===== src/rtl/mode_sequencer_pkg.sv =====
// Shared types and helpers for the mode sequencer: FSM state encoding and
// the index-to-one-hot decoder used by the channel-enable and LED drivers.
package mode_sequencer_pkg;

   typedef enum logic {
      ST_RUN   = 1'b0,
      ST_GUARD = 1'b1
   } state_t;

   localparam int unsigned MAX_MODES = 16;

   function automatic logic [MAX_MODES-1:0] onehot16(input logic [3:0] idx);
      onehot16      = '0;
      onehot16[idx] = 1'b1;
   endfunction

endpackage


===== src/rtl/mode_sequencer_btn_debounce.sv =====
// Button conditioner: 2-flop synchroniser, stable-count debouncer and a
// one-cycle pulse on each accepted press (releases are silent).
module btn_debounce #(
   parameter int unsigned DEB_CYCLES = 500000
) (
   input  logic i_clk,
   input  logic i_rst_n,
   input  logic i_btn,
   output logic o_pulse
);

   localparam int unsigned CW = (DEB_CYCLES > 1) ? $clog2(DEB_CYCLES) : 1;

   logic          r_sync1;
   logic          r_sync2;
   logic          r_level;
   logic          r_pulse;
   logic [CW-1:0] r_cnt;

   // Count runs of synchronised samples that disagree with the accepted level;
   // any agreeing sample (a bounce back) restarts the run.
   always_ff @(posedge i_clk or negedge i_rst_n) begin
      if (!i_rst_n) begin
         r_sync1 <= 1'b0;
         r_sync2 <= 1'b0;
         r_level <= 1'b0;
         r_pulse <= 1'b0;
         r_cnt   <= '0;
      end else begin
         r_sync1 <= i_btn;
         r_sync2 <= r_sync1;
         r_pulse <= 1'b0;
         if (r_sync2 == r_level) begin
            r_cnt <= '0;
         end else if (r_cnt == CW'(DEB_CYCLES - 1)) begin
            r_level <= r_sync2;
            r_cnt   <= '0;
            r_pulse <= r_sync2;
         end else begin
            r_cnt <= r_cnt + 1'b1;
         end
      end
   end

   assign o_pulse = r_pulse;

endmodule


===== src/rtl/mode_sequencer.sv =====
// N-channel mode selector: debounced next/prev stepping with wrap-around,
// one-hot channel enable, guard interval on each switch, registered output mux.
module mode_sequencer
   import mode_sequencer_pkg::*;
#(
   parameter int unsigned NUM_MODES    = 3,
   parameter int unsigned DEB_CYCLES   = 500000,
   parameter int unsigned GUARD_CYCLES = 16,
   parameter int unsigned IDX_W        = $clog2(NUM_MODES)
) (
   input  logic                 sysclk,
   input  logic                 reset_n,
   input  logic                 btn_next,
   input  logic                 btn_prev,
   input  logic [NUM_MODES-1:0] ch_out,
   output logic [NUM_MODES-1:0] active,
   output logic                 out_final,
   output logic [NUM_MODES-1:0] leds,
   output logic [IDX_W-1:0]     mode_idx
);

   localparam int unsigned      GW   = (GUARD_CYCLES > 1) ? $clog2(GUARD_CYCLES) : 1;
   localparam logic [IDX_W-1:0] LAST = IDX_W'(NUM_MODES - 1);

   state_t               r_state,    w_state_nxt;
   logic [IDX_W-1:0]     r_mode_idx, w_mode_nxt;
   logic [IDX_W-1:0]     r_target,   w_target_nxt;
   logic [GW-1:0]        r_gcnt,     w_gcnt_nxt;
   logic [NUM_MODES-1:0] r_active,   w_active_nxt;
   logic [NUM_MODES-1:0] r_leds,     w_leds_nxt;
   logic                 r_out,      w_out_nxt;
   logic                 w_next_pulse;
   logic                 w_prev_pulse;

   btn_debounce #(.DEB_CYCLES(DEB_CYCLES)) u_deb_next (
      .i_clk   (sysclk),
      .i_rst_n (reset_n),
      .i_btn   (btn_next),
      .o_pulse (w_next_pulse)
   );

   btn_debounce #(.DEB_CYCLES(DEB_CYCLES)) u_deb_prev (
      .i_clk   (sysclk),
      .i_rst_n (reset_n),
      .i_btn   (btn_prev),
      .o_pulse (w_prev_pulse)
   );

   always_comb begin
      w_state_nxt  = r_state;
      w_mode_nxt   = r_mode_idx;
      w_target_nxt = r_target;
      w_gcnt_nxt   = r_gcnt;
      case (r_state)
         ST_RUN: begin
            if (w_next_pulse && !w_prev_pulse) begin
               w_target_nxt = (r_mode_idx == LAST) ? '0 : r_mode_idx + 1'b1;
               w_state_nxt  = ST_GUARD;
            end else if (w_prev_pulse && !w_next_pulse) begin
               w_target_nxt = (r_mode_idx == '0) ? LAST : r_mode_idx - 1'b1;
               w_state_nxt  = ST_GUARD;
            end
         end
         ST_GUARD: begin
            if (r_gcnt == GW'(GUARD_CYCLES - 1)) begin
               w_mode_nxt  = r_target;
               w_gcnt_nxt  = '0;
               w_state_nxt = ST_RUN;
            end else begin
               w_gcnt_nxt = r_gcnt + 1'b1;
            end
         end
         default: w_state_nxt = ST_RUN;
      endcase

      // Outputs are registered from next-state values so a switch blanks them
      // in the very first guard cycle; out_final stays low for the cycle that
      // leaves guard so only samples taken while enabled are forwarded.
      w_active_nxt = (w_state_nxt == ST_RUN) ?
                     NUM_MODES'(onehot16(4'(w_mode_nxt))) : '0;
      w_leds_nxt   = NUM_MODES'(onehot16(4'((w_state_nxt == ST_RUN) ? w_mode_nxt : w_target_nxt)));
      w_out_nxt    = (r_state == ST_RUN && w_state_nxt == ST_RUN) ? ch_out[r_mode_idx] : 1'b0;
   end

   always_ff @(posedge sysclk or negedge reset_n) begin
      if (!reset_n) begin
         r_state    <= ST_RUN;
         r_mode_idx <= '0;
         r_target   <= '0;
         r_gcnt     <= '0;
         r_active   <= NUM_MODES'(1);
         r_leds     <= NUM_MODES'(1);
         r_out      <= 1'b0;
      end else begin
         r_state    <= w_state_nxt;
         r_mode_idx <= w_mode_nxt;
         r_target   <= w_target_nxt;
         r_gcnt     <= w_gcnt_nxt;
         r_active   <= w_active_nxt;
         r_leds     <= w_leds_nxt;
         r_out      <= w_out_nxt;
      end
   end

   assign active    = r_active;
   assign leds      = r_leds;
   assign out_final = r_out;
   assign mode_idx  = r_mode_idx;

endmodule


===== config.mk =====
export PLATFORM = sky130hd
export DESIGN_NAME = mode_sequencer
export DESIGN_NICKNAME = d
export VERILOG_FILES = /design/src/rtl/mode_sequencer_pkg.sv /design/src/rtl/mode_sequencer_btn_debounce.sv /design/src/rtl/mode_sequencer.sv
export SDC_FILE = /design/constraint.sdc
export NUM_CORES = 1
export LEC_CHECK = 0
export BUFFER_PORTS_ARGS = -buffer_cell sky130_fd_sc_hd__buf_4
export CORE_MARGIN = 3
export CORE_UTILIZATION = 30
export CTS_BUF_LIST = sky130_fd_sc_hd__clkbuf_8 sky130_fd_sc_hd__clkbuf_16
export DETAILED_ROUTE_END_ITERATION = 10
export SLEW_MARGIN = 20
export SYNTH_ARGS = -nofsm -noshare
export SYNTH_HDL_FRONTEND = slang
export SYNTH_SLANG_ARGS = --single-unit

===== constraint.sdc =====
create_clock -name sysclk -period 2.2 [get_ports sysclk]
set_input_delay 0.33 -clock sysclk [delete_from_list [all_inputs] [get_ports sysclk]]
set_output_delay 0.33 -clock sysclk [all_outputs]
set_load 0.01 [all_outputs]

======== Word-level counts from Yosys, hierarchy flattened ========
Index checks and enable logic that the tools add are counted.
word-level totals
  register bits ........................... 62
  word-level logic and storage cells ...... 76
cells by class
  muxes and demuxes ....................... 29
  equal/unequal tests ..................... 6
  add/sub/neg operators ................... 5
  order comparisons ....................... 5
  reduce and logical (&&, ||, !) cells .... 10
  bitwise logic cells ..................... 4
operators with widths
  kind                                                 number
  2-to-1 mux 19 bit                                    4
  adder 19 x 1 -> 19 bit, second input constant        2
  == test 19 bit, second input constant                2
  2-to-1 mux 2 bit                                     8
  2-to-1 mux 1 bit                                     11
  < comparator 2 x 5 -> 1 bit, second input constant   2
  logical AND 1 bit                                    5
  adder 4 x 1 -> 4 bit, second input constant          1
  demux 1 bit (select 4 bit)                           1
  == test 4 bit, second input constant                 1
  >= comparator 2 x 1 -> 1 bit, second input constant  2
  2-to-1 mux 4 bit                                     1
  inverter 1 bit                                       4
  AND reduction 2 bit                                  2
  < comparator 2 x 3 -> 1 bit, second input constant   1
  2-to-1 mux 3 bit                                     1
  adder 2 x 1 -> 2 bit, second input constant          1
  binary-select mux 1 bit (select 2 bit)               1
  demux 1 bit (select 2 bit)                           1
  == test 1 bit                                        2
  == test 2 bit, second input constant                 1
  zero test 1 bit                                      2
  zero test 2 bit                                      1
  case mux 1 bit (2 select lines)                      1
  subtractor 2 x 1 -> 2 bit, second input constant     1

======== Depth between registers and ports, before layout ========
  depth in word-level cells ............... 10
  mapped depth ............................ 6
  depth with buffers taken out ............ 6

======== Cells and area by module ========
From an unflattened synthesis, not the netlist that was laid out.
second synthesis, totals
  cells, all modules ...................... 287
  area total of the unflattened synthesis .. 3011.6 sq um
by module, submodules not included
  module          times used  area each (sq um)  cells an instance
  btn_debounce    2           1118.6             110
  mode_sequencer  1           774.5              67

======== Least setup slack after synthesis ========
No wires, ideal clock.
  kind .................................... reg-to-reg
  start point ............................. register u_deb_prev.r_cnt[0]
  end point ............................... register u_deb_prev.r_cnt[18]
  library setup time ...................... 0.078 ns
  path buffers ............................ 0
  stages on the path, launching flop included .. 6
  slack ................................... 0.350 ns
  data arrival time ....................... 1.771 ns
  data required time ...................... 2.122 ns
  path through ............................ dfrtp_1 > ha_1 > nand4_4 > or4_1 > or3_1 > a21oi_1
on the way
  longest elaborated chain between the ends .. 3
  elaborated cells between the ends (all ways) .. 4
  those cells by class .................... 1 x add/sub; 1 x eq/ne; 2 x mux
ends and longest elaborated chain
  what                                                             RTL line                                                              RTL
  start, declared                                                  mode_sequencer_btn_debounce.sv:18                                     logic [CW-1:0] r_cnt;
  start signal, assigned                                           mode_sequencer_btn_debounce.sv:40                                     r_cnt <= r_cnt + 1'b1;
  adder 19 x 1 -> 19 bit / == test 19 bit (equally long branches)  mode_sequencer_btn_debounce.sv:40, mode_sequencer_btn_debounce.sv:35
  2-to-1 mux 19 bit (*)                                            mode_sequencer_btn_debounce.sv:35                                     end else if (r_cnt == CW'(DEB_CYCLES - 1)) begin
  2-to-1 mux 19 bit (*)                                            mode_sequencer_btn_debounce.sv:33                                     if (r_sync2 == r_level) begin
Every way passes the cells marked *; elsewhere a longest branch is shown, timed or not.
A chain may end at the register's enable or synchronous reset.

======== Final worst setup path ========
Same ends and word-level chain as after synthesis.

==> flow_summary.rst <==
.. list-table::
   :header-rows: 1

   * - Metric
     - Value
   * - Total iterations of the first detailed-routing run
     - 4
   * - Hold Crit Class
     - in -> async
   * - Met3 Usage GRT
     - 0.0318
   * - Most common library cell in the layout ignoring fill and taps
     - sky130_fd_sc_hd__dfrtp_1
   * - Sw frac
     - 0.223
   * - TritonCTS Buffers
     - 9
   * - Part of the power in registers
     - 0.542
   * - Peak-usage layer in the global routing report
     - met2
   * - Slew at the pin closest to its max-slew limit
     - 0.766 ns
   * - Number of standard-cell rows in the floorplan
     - 35
   * - Status
     - finished clean
   * - Design internal power
     - 0.00167 W
   * - Routed WL
     - 5.26 mm
   * - Global-route wire length before repair
     - 9.39 mm
   * - Worst-skew pair later-pin latency
     - between 0.3 and 0.4 ns
   * - Final Non-Filler Cells
     - 439
   * - Fin Hold WS
     - about 0.066 ns
   * - RR Endpoint
     - u_deb_prev.r_cnt[18]
   * - Synthesized area per cell
     - approximately 11 µm²
   * - Sequential cell area fraction in the yosys report
     - 0.523
   * - Number of diodes
     - 0
   * - Proportion of netlist area held by the largest area contributor
     - 0.506
   * - Register area
     - 1550 µm²
   * - Worst relative slew slack
     - 0.489
   * - Area of the core
     - 9420 µm²
   * - Number of input and output port buffers inserted
     - 15
   * - Count of flip-flops with a built-in enable after synthesis
     - 0
   * - Setup repair after global routing missed its margin
     - no
   * - Crit path time final
     - between 2 and 2.5 ns
   * - Achievable clock frequency
     - roughly 500 MHz
   * - Pin count of the biggest net entering global routing
     - 63
   * - Share of total power in combinational logic
     - 0.033
   * - R2r worst-path depth
     - 5
   * - Leading register cell type out of synthesis
     - sky130_fd_sc_hd__dfrtp_1
   * - Cell type with the largest total area after synthesis
     - sky130_fd_sc_hd__dfrtp_1
   * - Data required time at the worst endpoint
     - 2.46 ns
   * - Count of warnings emitted by yosys
     - 0
   * - Leakage component of the power
     - 1.50 nW
   * - Average wire length per cell after detail routing
     - roughly 12 µm
   * - Cell chosen for the clock root
     - sky130_fd_sc_hd__clkbuf_8
   * - Count of placed standard cells including taps
     - around 420
   * - Clock tree from TritonCTS
     - built
   * - Layout-stage area growth over the synthesis result
     - 16.9%
   * - Setup TNS Final
     - 0 ns
   * - Area of the multi-input gates
     - 1350 µm²
   * - Number of cells produced by synthesis
     - between 200 and 300
   * - Number of max-slew violations in the final report
     - 0
   * - Number of DRC violations after detailed-routing iteration 0
     - 121
   * - Count of max-cap constraint violations
     - 0
   * - Worst vdd ir
     - 0.258 mV
   * - X dimension of the die
     - around 110 µm
   * - Overflow after GRT
     - 0
   * - Die area
     - 11,100 µm²
   * - Crit path launch type
     - flip-flop
   * - Final Hold Vio Count
     - 0
   * - Clock network fraction of design power
     - 0.425
   * - Register clock-pin slew on the reported worst setup and hold paths
     - 0.07 ns
   * - Vias in the first global route
     - 2,054
   * - Hold buffer count at cts
     - 0
   * - Clock skew
     - 0.00651 ns
   * - Share of the core filled with cells in the final layout
     - 0.369
   * - Met2 capacity usage during global routing
     - 0.158
   * - Die height
     - approximately 110 µm
   * - Vias per Instance
     - 4.71
   * - Post-CTS setup buffer count
     - 0
   * - Power density of the placed cells
     - 620 nW/µm²
   * - Crit share post-route
     - 0.914
   * - Data arrival, critical path
     - between 2 and 2.5 ns
   * - Number of nets in the layout
     - 320
   * - Gpl congestion
     - just over 0.8
   * - Most frequent cells in the layout
     - 60 x sky130_fd_sc_hd__dfrtp_1, 40 x sky130_fd_sc_hd__nor2_1, 23 x sky130_fd_sc_hd__xnor2_1, 23 x sky130_fd_sc_hd__buf_4, 16 x sky130_fd_sc_hd__nand3_1
   * - Count of nets left with antenna violations after detail routing
     - 0
   * - Startpoint-to-endpoint class of the critical path
     - reg -> reg
   * - Level count of the clock H-tree
     - 3
   * - Cell area after technology mapping
     - ~3000 µm²
   * - Endpoint class of the critical path
     - flip-flop
   * - GRT Total Usage
     - 0.104
   * - Via total after detailed routing
     - about 2.1k
   * - Initial cell density of the core
     - 0.315
   * - Boundary pin count
     - 16
   * - Antenna violations before repair
     - 0
   * - Library cells used by synthesis
     - 43
   * - Maximum fanout along the worst path
     - 9
   * - Cell types with the largest area share after synthesis
     - sky130_fd_sc_hd__dfrtp_1 51%, sky130_fd_sc_hd__xnor2_1 6.8%, sky130_fd_sc_hd__nor2_1 5.1%
   * - Net count of the mapped netlist
     - 289
   * - Share of flip-flops with an asynchronous set or reset after synthesis
     - 1.00
   * - Detailed-route DRC error count
     - 0
   * - M1 GR Usage
     - 0.132
   * - Sink Count
     - slightly above 60
   * - Gates resized, CTS repair
     - 0
   * - Number of setup violations in the final report
     - 0
   * - Final HPWL DP
     - 3.65 mm
   * - Yosys reg bits
     - 62
   * - Layout cells sized above 1
     - 0.187
   * - Power dissipated by switching net loads
     - 0.000479 W
   * - R2r setup slk
     - between 0.15 and 0.2 ns
   * - Buffers from clock root to sink, at most
     - 2
   * - Number of inserted filler cells in the final layout
     - between 900 and 1k
   * - Startpoint of the worst-slack reg-to-reg timing path
     - u_deb_prev.r_cnt[0]
## how the worst max path moves through the flow
stage	start	end	slack, ns	cells past startpoint
global route	u_deb_next.r_cnt[14]	u_deb_next.r_level	0.11	4
floorplan	u_deb_prev.r_cnt[0]	u_deb_prev.r_cnt[18]	0.35	5
finish	u_deb_prev.r_cnt[0]	u_deb_prev.r_cnt[18]	0.19	5
CTS	u_deb_prev.r_cnt[0]	u_deb_prev.r_cnt[18]	0.22	5
detailed placement	u_deb_prev.r_cnt[0]	u_deb_prev.r_cnt[18]	0.21	5
global placement	u_deb_prev.r_cnt[0]	u_deb_prev.r_cnt[18]	0.27	5
## sequential cells by signal, summed over array words and instances, names as in the netlist
register / cells
r_state: 1
mode_idx: 2
active: 3
r_target: 2
u_deb_prev.r_cnt: 19
u_deb_next.r_sync1: 1
r_gcnt: 4
u_deb_prev.o_pulse: 1
out_final: 1
u_deb_next.r_sync2: 1
u_deb_prev.r_level: 1
u_deb_prev.r_sync1: 1
leds: 3
u_deb_next.o_pulse: 1
u_deb_next.r_level: 1
u_deb_next.r_cnt: 19
u_deb_prev.r_sync2: 1
## cell families after synthesis
| family | count (synthesis) | synth area share |
|---|---|---|
| adder cells (fa/ha/maj) | 8 | 0.0337 |
| buffers and inverters | 15 | 0.0211 |
| flip-flops | 62 | 0.523 |
| XOR/XNOR | 33 | 0.0973 |
| AO/OA/AOI/OAI | 18 | 0.0523 |
| AND/OR/NAND/NOR | 129 | 0.237 |
| multiplexers | 9 | 0.0354 |
## critical path, cell delays in order (launching register included)
cell and delay, ns:
sky130_fd_sc_hd__dfrtp_1 0.40, sky130_fd_sc_hd__ha_1 0.26, sky130_fd_sc_hd__nand4_4 0.21, sky130_fd_sc_hd__or4_1 0.60
sky130_fd_sc_hd__or3_1 0.33, sky130_fd_sc_hd__a21oi_1 0.14
## cell usage after synthesis (all sizes together), types with 2 or more instances
master	count
dfrtp	60
nor2	40
xnor2	23
nand3	16
nand2	15
inv	12
nand4	11
nor4	10
xor2	10
nor3	9
ha	8
or4	7
mux2	6
o21ai	6
a21oi	5
buf	3
mux2i	3
and3	2
dfstp	2
nand2b	2
nor2b	2
nor3b	2
nor4bb	2
o41ai	2
or2	2
or3	2
## power by group through the flow
| stage | clock network [W] | logic (W) | registers (W) |
|---|---|---|---|
| floorplan | 0 | 0.0000310 | 0.00119 |
| global placement | 0 | 0.0000757 | 0.00119 |
| detailed placement | 0 | 0.0000745 | 0.00119 |
| CTS | 0.000945 | 0.0000751 | 0.00117 |
| global route | 0.000995 | 0.0000841 | 0.00117 |
| finish | 0.000914 | 0.0000713 | 0.00117 |
## per-layer routing
layer	wire [µm]	share of wire
met1	2550	0.49
met3	240	0.046
met2	2380	0.45
met5	0	0
met4	91	0.017
## final cells by class
type                            count  area share
Clock buffer                       12      0.0476
Clock inverter                      4     0.00613
Inverter                           12      0.0130
Multi-Input combinational cell    197       0.390
Sequential cell                    62       0.448
Tap cell                          129      0.0465
Timing Repair Buffer               23      0.0497
## through the flow
| step | worst slack (ns) | area, µm² | total power [W] |
|---|---|---|---|
| floorplan | 0.350 | 2970 | 0.00122 |
| global placement | 0.271 | 3290 | 0.00126 |
| detailed placement | 0.209 | 3290 | 0.00126 |
| CTS | 0.217 | 3470 | 0.00219 |
| global route | 0.107 | 3470 | 0.00225 |
| finish | 0.188 | 3470 | 0.00215 |
Power figures use the tool's default switching activity.
